<file path="src/rtl/uart_rx_v2_core.sv">
// 8N1 UART receiver: synchronises rx_p, finds the start edge, samples each bit
// mid-period and emits one-cycle rx_valid / frame_err strobes.
module uart_rx_v2_core #(
  parameter int clk_freq  = 50000000,
  parameter int uart_freq = 115200
) (
  input  logic       clk,
  input  logic       rst_n,
  input  logic       rx_p,
  output logic [7:0] dout,
  output logic       rx_valid,
  output logic       frame_err,
  output logic       rx_busy
);

  localparam int BIT_CNT = clk_freq / uart_freq;
  localparam int HALF    = BIT_CNT / 2;
  localparam int CNT_W   = $clog2(BIT_CNT) + 1;
  localparam logic [CNT_W-1:0] HALF_LAST = CNT_W'(HALF - 1);
  localparam logic [CNT_W-1:0] BIT_LAST  = CNT_W'(BIT_CNT - 1);

  if (BIT_CNT < 4) begin : g_param_check
    $error("uart_rx_v2_core: clk_freq/uart_freq must be at least 4");
  end

  typedef enum logic [1:0] {IDLE, START, DATA, STOP} state_t;

  state_t             state_q, state_d;
  logic [CNT_W-1:0]   cnt_q, cnt_d;
  logic [2:0]         idx_q, idx_d;
  logic [7:0]         shift_q, shift_d;
  logic [7:0]         dout_q, dout_d;
  logic               valid_q, valid_d;
  logic               ferr_q, ferr_d;
  logic               busy_q, busy_d;
  logic               armed_q, armed_d;
  logic               sync1_q, sync1_d;
  logic               rx_s_q, rx_s_d;
  logic               rx_d_q, rx_d_d;
  logic               fall;

  assign fall = rx_d_q & ~rx_s_q;

  always_comb begin
    sync1_d  = rx_p;
    rx_s_d   = sync1_q;
    rx_d_d   = rx_s_q;
    state_d  = state_q;
    cnt_d    = cnt_q + 1'b1;
    idx_d    = idx_q;
    shift_d  = shift_q;
    dout_d   = dout_q;
    valid_d  = 1'b0;
    ferr_d   = 1'b0;
    armed_d  = armed_q;

    unique case (state_q)
      IDLE: begin
        cnt_d = '0;
        if (rx_s_q) armed_d = 1'b1;
        if (armed_q && fall) state_d = START;
      end
      START: begin
        // A start bit that is already high again at mid-bit was a glitch.
        if (cnt_q == HALF_LAST) begin
          cnt_d = '0;
          if (!rx_s_q) begin
            state_d = DATA;
            idx_d   = 3'd0;
          end else begin
            state_d = IDLE;
          end
        end
      end
      DATA: begin
        if (cnt_q == BIT_LAST) begin
          cnt_d          = '0;
          shift_d[idx_q] = rx_s_q;
          if (idx_q == 3'd7) state_d = STOP;
          else               idx_d   = idx_q + 3'd1;
        end
      end
      STOP: begin
        // Leave mid stop bit so a directly following start edge is not missed;
        // a low stop bit disarms until the line has been seen idle again.
        if (cnt_q == BIT_LAST) begin
          cnt_d   = '0;
          state_d = IDLE;
          if (rx_s_q) begin
            dout_d  = shift_q;
            valid_d = 1'b1;
          end else begin
            ferr_d  = 1'b1;
            armed_d = 1'b0;
          end
        end
      end
      default: begin
        state_d = IDLE;
        cnt_d   = '0;
      end
    endcase

    busy_d = (state_d != IDLE);
  end

  always_ff @(posedge clk) begin
    if (!rst_n) begin
      sync1_q <= 1'b1;
      rx_s_q  <= 1'b1;
      rx_d_q  <= 1'b1;
      armed_q <= 1'b1;
      state_q <= IDLE;
      cnt_q   <= '0;
      idx_q   <= '0;
      shift_q <= '0;
      dout_q  <= '0;
      valid_q <= 1'b0;
      ferr_q  <= 1'b0;
      busy_q  <= 1'b0;
    end else begin
      sync1_q <= sync1_d;
      rx_s_q  <= rx_s_d;
      rx_d_q  <= rx_d_d;
      armed_q <= armed_d;
      state_q <= state_d;
      cnt_q   <= cnt_d;
      idx_q   <= idx_d;
      shift_q <= shift_d;
      dout_q  <= dout_d;
      valid_q <= valid_d;
      ferr_q  <= ferr_d;
      busy_q  <= busy_d;
    end
  end

  assign dout      = dout_q;
  assign rx_valid  = valid_q;
  assign frame_err = ferr_q;
  assign rx_busy   = busy_q;

endmodule
</file>
<file path="config.mk">
export PLATFORM = sky130hd
export DESIGN_NAME = uart_rx_v2_core
export DESIGN_NICKNAME = d
export VERILOG_FILES = /design/src/rtl/uart_rx_v2_core.sv
export SDC_FILE = /design/constraint.sdc
export NUM_CORES = 1
export LEC_CHECK = 0
export BUFFER_PORTS_ARGS = -buffer_cell sky130_fd_sc_hd__clkbuf_2
export CORE_UTILIZATION = 29
export DETAILED_ROUTE_END_ITERATION = 12
export PLACE_DENSITY_LB_ADDON = 0.25
export SLEW_MARGIN = 20
export SYNTH_ARGS = -nofsm -noshare
export SYNTH_HDL_FRONTEND = slang
export SYNTH_SLANG_ARGS = --single-unit
</file>
<file path="constraint.sdc">
create_clock -name clk -period 2.45 [get_ports clk]
set_input_delay 0.735 -clock clk [delete_from_list [all_inputs] [get_ports clk]]
set_output_delay 0.735 -clock clk [all_outputs]
set_load 0.01 [all_outputs]
</file>
==> summary.md <==
| Metric | Value |
|---|---|
| Cell depth of the worst flop-to-flop path | 5 |
| Worst-Margin Slew | between 0.5 and 0.6 ns |
| GRT Residual Overflow | 0 |
| Worst setup margin | 0.303 ns |
| Die ar. | ~6100 sq um |
| Final Hold Viols | 0 |
| Maximum fanout along the worst path | 6 |
| Crit path launch type | flop |
| Slew Limit Fails | 0 |
| Diodes inserted | 0 |
| Sink Count | 38 |
| Skew final | 0.00873 ns |
| Initial antenna violation count | 0 |
| Final Cycle Share | 87.6% |
| GPL Wtd Cong | 0.739 |
| Final wirelength | about 3200 um |
| Die W | just under 80 um |
| Setup TNS | 0 ns |
| Crit path required time | approximately 2.7 ns |
| Max VDD drop | approximately 0.29 mV |
| Endpoints failing setup | 0 |
| Std-Cell Rows | 27 |
| Post-synthesis cell type count | 40 |
| Post-Syn Instances | 181 |
| Post-synth EDFFs | 0 |
| Routed Antenna Nets | 0 |
| Clock latency on the worst-skew pair | 0.29 ns |
| Routed WL per cell | around 12 um |
| Crit Path Class | reg2reg |
| Die H | between 70 and 80 um |
| Max-slew headroom | 60.9% |
| Setup WS pre-CTS | approximately 0.28 ns |
| Worst setup EP type | flop |
| Area grow syn2layout | 16.8% |
| DRC viols | 0 |
| 1st-iter DRT viols | 58 |
| # port buffers | 13 |
| Post-CTS Setup Bufs | 0 |
| H-tree depth | 2 |
| Pre-Repair DR Iteration Count | 4 |
| Vias | 1286 |
| First-pass GRT wire length | between 5000 and 6000 um |
| Synth Net Count | between 150 and 200 |
| Starting Density | a little under a third |
| Post-Syn Area | ~1700 sq um |
| Fillers | approximately 600 |
| Share of the synthesized area in the top cell type | between 40% and 50% |
| CTS resizes | 0 |
| Max frequency | between 400 and 500 MHz |
| Worst Path Arrival | 2.37 ns |
| Hpwl dp | 2290 um |
| Layout cells sized above 1 | ~16% |
| Syn avg cell area | approximately 9.2 sq um |
| Dpl cell area | approximately 1800 sq um |
| Hold WC Path Type | reg2reg |
| All-Layer GR Usage | roughly 12% |
| Outcome | finished clean |
| P_leak | slightly above 0.7 nW |
| Seq cells post-synth | 38 |
| Top cells by count, synth | dfxtp_1, nand2_1, mux2i_1, nor2_1, nand3_1 |
| Clock root buffer | clkbuf_8 |
| Largest net degree at the start of global routing | 19 |
| Core Area | 5540 sq um |
| Synth warn | 0 |
| Final core utilization | a little over a third |
| Async set-reset flop share out of synthesis | 0% |
| Yosys top cell by area | dfxtp_1 |
| Hold path depth | 1 |
| CTS tree | done |
| Hold buffers post-CTS | 0 |
| Post-layout nets | 205 |
| Fin crit period | about 2.1 ns |
| Inserted Clock Buffers | 5 |
| Bufs on Longest Clock Path | 2 |
| Max-cap viol count | 0 |
| Post-Layout Cell Count | between 200 and 300 |
| Vias in the first global route | about 1.2k |
| Post-Place Cells | 262 |
| Design Area, Final | 1950 sq um |
| Via density | around 4.8 |
| Proportion of synthesized chip area in sequential cells | 45.6% |
| Most common cell in the netlist | dfxtp_1 |
| CTS clk-pin slew, worst paths | about 0.070 ns |
| Pwr dens | between 600 and 700 nW/um^2 |
| Io pins | 14 |
| RSZ-0062 raised after global routing | false |
| Top_reg_cell synth | dfxtp_1 |
| Ranking of synthesized cells by area | dfxtp_1, mux2i_1, nand2_1, ha_1, nor2_1 |
==> logic make-up after synthesis <==
kind of cell | Yosys count | synth area share [%]
mux | 16 | 9.60
fa+ha+maj | 5 | 3.75
buf+inv | 13 | 3.45
compound gates | 14 | 6.08
simple gates | 87 | 27.3
xor+xnor | 8 | 4.20
flops | 38 | 45.6
==> sequential cells by signal, summed over array words and instances (netlist names) <==
name       flops
armed_q        1
shift_q        8
cnt_q         10
rx_busy        1
rx_d_q         1
dout           8
idx_q          3
rx_valid       1
rx_s_d         1
rx_d_d         1
frame_err      1
state_q        2
==> report_power, final <==
group	internal (mW)	switching (mW)
Sequential	0.622	0.00438
Clock	0.408	0.228
Combinational	0.0108	0.0177
Total	1.04	0.250
==> area by class of cell <==
cell class                 count  area, sq um  area share (%)
tap                           72         90.1            4.62
clock inverter                 3         68.8            3.53
timing repair buffer          16         87.6            4.50
sequential                    38          761            39.0
inverter                       6         22.5            1.16
multi-input combinational    130          850            43.6
clock buffer                   5         68.8            3.53
==> placed cells by master (no fill, tap or decap), types with 2 or more instances in the layout <==
cell	instances
nor2_1	16
clkbuf_2	13
xor2_1	2
dfxtp_1	38
a21oi_1	2
clkbuf_8	5
nor4_1	3
nor3_1	7
nand4_1	4
o21ai_0	3
o2bb2ai_1	2
nand2b_1	5
mux2i_1	16
nand2_1	28
nand3_1	8
buf_4	3
ha_1	5
xnor2_1	6
inv_1	6
nor2b_1	3
bufinv_16	2
==> worst max-delay path, cell delays in order (launching register included) <==
cell     delay [ns]
dfxtp_1        0.40
ha_1           0.16
or4b_4         0.47
or3b_1         0.49
or4_4          0.52
o21ai_2        0.06
==> path summary, 6_finish.rpt <==
path         slack, ns  endpoint     start
min               0.41    rx_d_d    rx_s_d
max               0.30  idx_q[0]  cnt_q[0]
min reg2reg       0.41    rx_d_d    rx_s_d
max reg2reg       0.30  idx_q[0]  cnt_q[0]
==> stage by stage <==
| step | hold WS, ns | total power [mW] |
|---|---|---|
| after CTS | 0.411 | 1.31 |
| final | 0.411 | 1.29 |
| after global placement | 0.392 | 0.670 |
| after detailed placement | 0.393 | 0.670 |
| after floorplan | 0.386 | 0.661 |
| after global routing | 0.423 | 1.35 |
==> metal layers <==
| metal | wire [um] | part of all wire (%) | track usage [%] | up-vias |
|---|---|---|---|---|
| li1 | - | - | - | 655 |
| met1 | 1500 | 47 | 14.8 | 602 |
| met3 | 137 | 4.3 | 3.88 | 5 |
| met5 | 0 | 0 | 0 | - |
| met2 | 1470 | 47 | 19.2 | 24 |
| met4 | 44 | 1.4 | 5.66 | 0 |
No activity file was read; power rests on OpenSTA's default activity.
